`src/rtl/demux_route_ctrl.sv`:
```
// Packet demultiplexer: routes each packet to one of four channels through a
// one-entry hold register, dropping packets to disabled channels and truncating long ones.
module demux_route_ctrl #(
    parameter int MAX_BEATS = 16
) (
    input  logic       clk,
    input  logic       rst,
    input  logic [3:0] en_mask,
    input  logic       in_valid,
    output logic       in_ready,
    input  logic [7:0] in_data,
    input  logic [1:0] in_dest,
    input  logic       in_last,
    output logic [3:0] out_valid,
    input  logic [3:0] out_ready,
    output logic [7:0] out_data,
    output logic       out_last,
    output logic [1:0] sel,
    output logic       busy,
    output logic [3:0] done,
    output logic       drop_pulse,
    output logic       trunc_pulse
);

    typedef enum logic [1:0] {
        IDLE  = 2'd0,
        FWD   = 2'd1,
        DRAIN = 2'd2,
        DROP  = 2'd3
    } state_t;

    localparam logic [4:0] CNT_MAX  = 5'(MAX_BEATS);
    localparam logic [4:0] CNT_LAST = 5'(MAX_BEATS - 1);

    state_t     state;
    state_t     state_n;
    logic [7:0] hold_data;
    logic       hold_last;
    logic       hold_valid;
    logic [4:0] beat_cnt;
    logic       disabled_entry;
    logic       tail_seen;

    logic       take;
    logic       accept;
    logic       load;
    logic       decide;
    logic       cut;
    logic       drop_fin;
    logic       tail_set;

    assign take = hold_valid & out_ready[sel];
    assign accept = in_valid & in_ready;

    always_comb begin
        state_n  = state;
        in_ready = 1'b0;
        load     = 1'b0;
        decide   = 1'b0;
        cut      = 1'b0;
        drop_fin = 1'b0;
        tail_set = 1'b0;
        unique case (state)
            IDLE: begin
                if (in_valid) begin
                    decide  = 1'b1;
                    state_n = en_mask[in_dest] ? FWD : DROP;
                end
            end
            FWD: begin
                in_ready = ~hold_valid | out_ready[sel];
                if (in_valid && in_ready) begin
                    load = 1'b1;
                    if (in_last) begin
                        state_n = DRAIN;
                    end else if (beat_cnt == CNT_LAST) begin
                        cut     = 1'b1;
                        state_n = DROP;
                    end
                end
            end
            DRAIN: begin
                if (take && hold_last) begin
                    state_n = IDLE;
                end
            end
            DROP: begin
                in_ready = ~tail_seen;
                if (tail_seen) begin
                    if (!hold_valid) begin
                        state_n = IDLE;
                    end
                end else if (in_valid && in_last) begin
                    // A truncated tail may still sit in the hold register.
                    if (!hold_valid) begin
                        state_n  = IDLE;
                        drop_fin = disabled_entry;
                    end else begin
                        tail_set = 1'b1;
                    end
                end
            end
            default: state_n = IDLE;
        endcase
    end

    always_ff @(posedge clk or posedge rst) begin
        if (rst) begin
            state <= IDLE;
        end else begin
            state <= state_n;
        end
    end

    always_ff @(posedge clk or posedge rst) begin
        if (rst) begin
            sel            <= 2'd0;
            disabled_entry <= 1'b0;
            tail_seen      <= 1'b0;
        end else begin
            if (decide) begin
                sel            <= in_dest;
                disabled_entry <= ~en_mask[in_dest];
                tail_seen      <= 1'b0;
            end else if (tail_set) begin
                tail_seen <= 1'b1;
            end
        end
    end

    always_ff @(posedge clk or posedge rst) begin
        if (rst) begin
            hold_data  <= 8'd0;
            hold_last  <= 1'b0;
            hold_valid <= 1'b0;
        end else begin
            if (load) begin
                hold_data  <= in_data;
                hold_last  <= in_last | cut;
                hold_valid <= 1'b1;
            end else if (take) begin
                hold_valid <= 1'b0;
            end
        end
    end

    always_ff @(posedge clk or posedge rst) begin
        if (rst) begin
            beat_cnt <= 5'd0;
        end else begin
            if (decide) begin
                beat_cnt <= 5'd0;
            end else if (load) begin
                if (in_last) begin
                    beat_cnt <= 5'd0;
                end else if (beat_cnt < CNT_MAX) begin
                    beat_cnt <= beat_cnt + 5'd1;
                end
            end
        end
    end

    always_ff @(posedge clk or posedge rst) begin
        if (rst) begin
            done        <= 4'd0;
            drop_pulse  <= 1'b0;
            trunc_pulse <= 1'b0;
        end else begin
            done        <= (take && hold_last) ? (4'b0001 << sel) : 4'd0;
            drop_pulse  <= drop_fin & accept;
            trunc_pulse <= cut;
        end
    end

    always_comb begin
        out_valid      = 4'd0;
        out_valid[sel] = hold_valid;
    end

    assign out_data = hold_data;
    assign out_last = hold_last;
    assign busy     = (state != IDLE);

endmodule

```
`config.mk`:
```
export PLATFORM = sky130hd
export DESIGN_NAME = demux_route_ctrl
export DESIGN_NICKNAME = d
export VERILOG_FILES = /design/src/rtl/demux_route_ctrl.sv
export SDC_FILE = /design/constraint.sdc
export NUM_CORES = 1
export LEC_CHECK = 0
export BUFFER_PORTS_ARGS = -buffer_cell sky130_fd_sc_hd__buf_2
export CAP_MARGIN = 40
export CORE_MARGIN = 2
export CORE_UTILIZATION = 53
export DETAILED_ROUTE_END_ITERATION = 6
export PLACE_DENSITY = 0.83
export SYNTH_ARGS = -nofsm -noshare
export SYNTH_HDL_FRONTEND = slang
export SYNTH_SLANG_ARGS = --single-unit
```
`constraint.sdc`:
```
create_clock -name clk -period 2.7 [get_ports clk]
set_input_delay 0.27 -clock clk [delete_from_list [all_inputs] [get_ports clk]]
set_output_delay 0.27 -clock clk [all_outputs]
set_load 0.03 [all_outputs]
```
==> results.md <==
- The run finished with clean final reports.
- The count of cells resized by post-cts repair is 0.
- The worst path in the final design needs a cycle of between 2 and 2.5 ns, including I/O delays and setup.
- The HPWL after detailed placement is 2.18 mm.
- Detailed routing inserted a total of roughly 1,100 vias.
- STA puts the critical path data required time at about 2.4 ns.
- Once placement finished, the instance area stood at 1600 um^2.
- The most critical setup path has its startpoint at sel[1].
- In this run, synthesis produced a sequential element count of 27.
- Yosys instantiated no cell more often than sky130_fd_sc_hd__dfrtp_1.
- The number of global-route vias before repair is 1,058.
- The origin of the worst min-delay path is out_ready[3].
- Timing analysis after detailed placement gives a worst setup slack of 0.762 ns.
- The number of endpoints failing setup at the final stage is 0.
- The total area inside the core boundary comes to between 2000 and 2500 um^2.
- The first global-routing pass estimated approximately 4.7 mm of wire.
- The number of violations reported at the end of detailed-routing iteration 0 is 31.
- The layout has between 150 and 200 filler cells.
- Using the TritonRoute via totals, the vias-per-cell ratio works out to between 5 and 6.
- 0 antenna diodes ended up in the layout.
- The worst vdd rail ir drop is between 900 and 1000 uV.
- The clock transition at the registers of the reported paths is between 0.1 and 0.15 ns.
- The largest stage delay on the critical path is 0.54 ns.
- Averaged over all synthesized cells, the footprint is 11.1 um^2.
- Summing all non-filler instances in the final layout gives an area of around 1600 um^2.
- For this run, the leading register cell type out of synthesis is sky130_fd_sc_hd__dfrtp_1.
- The longest clock path from root to sink contains 2 buffers.
- The number of synthesized flops with an enable pin is 0.
- The final weighted congestion of routability-driven global placement is around 0.84.
- Of the post-synthesis cell area, the dominant cell type holds just under 50%.
- The max-slew headroom at the worst pin is between 50% and 60%.
- The fraction of synthesis flops using an asynchronous set or reset pin is between 90% and 100%.
- Yosys mapped the design onto 38 distinct sky130hd cell types.
- The count of input and output buffers is 44.
- The arrival time of data at the critical path endpoint is 1.99 ns.
- The class of the worst hold path is in -> reg.
- TritonCTS built the clock tree.
- The startpoint-to-endpoint class of the critical path is reg -> out.
- The number of violations of the max-capacitance limit is 0.
- Entering global routing, the biggest net connects 17 pins.
- The number of antenna violations at the first check in global routing came to 0.
- The number of setup buffers added after CTS is 0.
- The total power per unit cell area is about 1000 nW/um^2.
- The number of nets handed over by synthesis was between 100 and 150.
- The CTS root buffer is sky130_fd_sc_hd__clkbuf_4.
- In the post-route analysis, the smallest setup slack over all paths is ~0.44 ns.
- In this run the worst path has a maximum fanout of 10.
- The commonest cells after synthesis are sky130_fd_sc_hd__dfrtp_1, sky130_fd_sc_hd__nor2_1, sky130_fd_sc_hd__mux2_2, sky130_fd_sc_hd__nand2_1.
- In the post-synthesis netlist, the biggest area contributors are sky130_fd_sc_hd__dfrtp_1, sky130_fd_sc_hd__mux2_2, sky130_fd_sc_hd__nor2_1.
- The cell area that synthesis handed to floorplanning was between 1000 and 1500 um^2.
- The routed design has between 2 and 3 mm of wire.
- The peak clock frequency supported by timing is about 0.44 GHz.
- The critical path goes through mux2_2 > o22ai_1 > buf_4 > o21ai_0 > and2_1 > buf_2.
- The share of the cycle needed by the critical path after routing is a little over four fifths.
- The critical path launch point type is a flip-flop.
- Setup repair after global routing left no endpoint under its margin.
- The number of instances in the synthesized netlist is approximately 120.
- The family of cells with the greatest summed delay on the critical path is flip-flops.
- The first detailed-routing pass ran for 5 iterations.
- Counting both buffers and inverters, the worst setup path holds a total of 2.
- The floorplan step set the die height to between 50 and 60 um.
- 45 I/O pins were placed.
- The number of pins with negative max-slew slack in the final report is 0.
- For the final database, setup skew stands at approximately 0.0025 ns.
- The later pin in the worst-skew pair is clocked with a latency of about 0.31 ns.
- The initial core utilization is between 50% and 60%.
- Clock tree synthesis found a total of 27 sinks.
- The floorplan has 18 rows.
- In this run, CTS created clock tree buffers numbering 3.
- In this run the critical register-to-register path is launched from sel[1].
- The remaining antenna violation count after routing is 0.
- The DRC violation count after routing is 0.
- Across every metal layer, demand over resource in global routing totals around 22%.
- The final-report hold violation count is 0.
- STA classifies the critical path endpoint as a primary output.
- Cells with a size suffix above 1 make up 38.1% of the layout.
- The total overflow left after global routing is 0.
- For this design, the slowest cell found on the critical path is sky130_fd_sc_hd__dfrtp_1.
- The Yosys step of the flow raised 0 warnings.
- Sequential elements use 49.6% of the synthesized area.
- The total number of nets in the final design is 193.
- The total number of H-tree levels is 1.
- sky130_fd_sc_hd__dfrtp_1 takes more of the synthesized area than any other cell.
- The die covers 2990 um^2.
- In the final routed layout, each cell accounts on average for between 10 and 15 um.
- Compared with the post-synthesis result, the final layout area differs by 19.9%.
- At the pin with the least slew margin, the transition time is 0.681 ns.
- Summed over all cells, the static leakage comes to about 0.00083 uW.
- The horizontal die dimension is roughly 55 um.
- The total negative slack for setup checks is 0 ns.
## cell type report
cell class,count,area [um^2],share of cell area (%)
flip-flops and latches,27,676,41.3
multi-input cells,87,631,38.6
inverters,3,11.3,0.689
clock buffers,4,26.3,1.61
well taps,30,37.5,2.30
repair buffers,47,253,15.5
## sequential cells by signal (all words and copies together) (netlist names)
register / cells
out_data: 8
beat_cnt: 5
done: 4
sel: 2
state: 2
disabled_entry: 1
drop_pulse: 1
hold_valid: 1
out_last: 1
tail_seen: 1
trunc_pulse: 1
## cell usage in the layout, fill, tap and decap left out, drive strengths merged, types with 3 or more instances in the layout
master	Yosys	final
buf	4	46
a21oi	6	6
o211ai	4	4
mux2	12	12
dfrtp	27	27
nand2b	6	6
inv	3	3
clkbuf	2	4
and3	6	6
nand2	7	7
and2	3	3
nor2	13	13
## report_power, final
group | switching [uW] | total [uW] | internal, uW
combinational | 482 | 816 | 334
sequential | 163 | 705 | 542
clock | 106 | 164 | 57.8
## routing by layer
layer / GRT usage, % / up-vias / part of all wire [%]
met5: 0 / - / 0
met2: 36.9 / 44 / 48
met3: 3.55 / 6 / 6.2
li1: - / 537 / -
met4: 10.0 / 0 / 1.9
met1: 28.2 / 535 / 44
## cells by family (layout without fill, tap and decap cells)
kind of cell | after synthesis | after routing | share of synthesized area (%)
AOI/OAI and AO/OA | 24 | 24 | 13.0
muxes | 13 | 13 | 12.4
and+or+nand+nor | 48 | 48 | 19.0
adders and majority gates | 2 | 2 | 1.84
DFF | 27 | 27 | 49.6
buffers and inverters | 9 | 54 | 4.13
## path summary, 6_finish.rpt
check,endpoint,slack [ns],cells past startpoint
min in group asynchronous,out_data[4],0.51,3
setup reg to reg,out_data[1],0.75,3
max in group asynchronous,trunc_pulse,1.71,4
hold reg to reg,out_data[0],0.52,1
hold / removal,done[3],0.17,3
setup / recovery,in_ready,0.44,6
## per-stage QoR
step	total power, uW	cells	utilization, %	hold slack (ns)
after detailed placement	1530	193	65.1	0.330
after CTS	1700	198	66.6	0.163
final	1690	198	66.6	0.171
after global placement	1490	192	64.5	0.485
after global routing	1810	198	66.6	0.155
after floorplan	1320	123	-	0.323
## tightest hold or removal path, delay by kind of cell
| family | cells | cell delay [ns] |
|---|---|---|
| simple gates | 2 | 0.09 |
| buf+inv | 1 | 0.11 |
## timing repair
action                     4_1_cts  5_1_grt
hold buffers                     1        0
hold endpoints to repair        12        0
setup endpoints to repair        0        0
No activity file was read; power rests on OpenSTA's default activity.
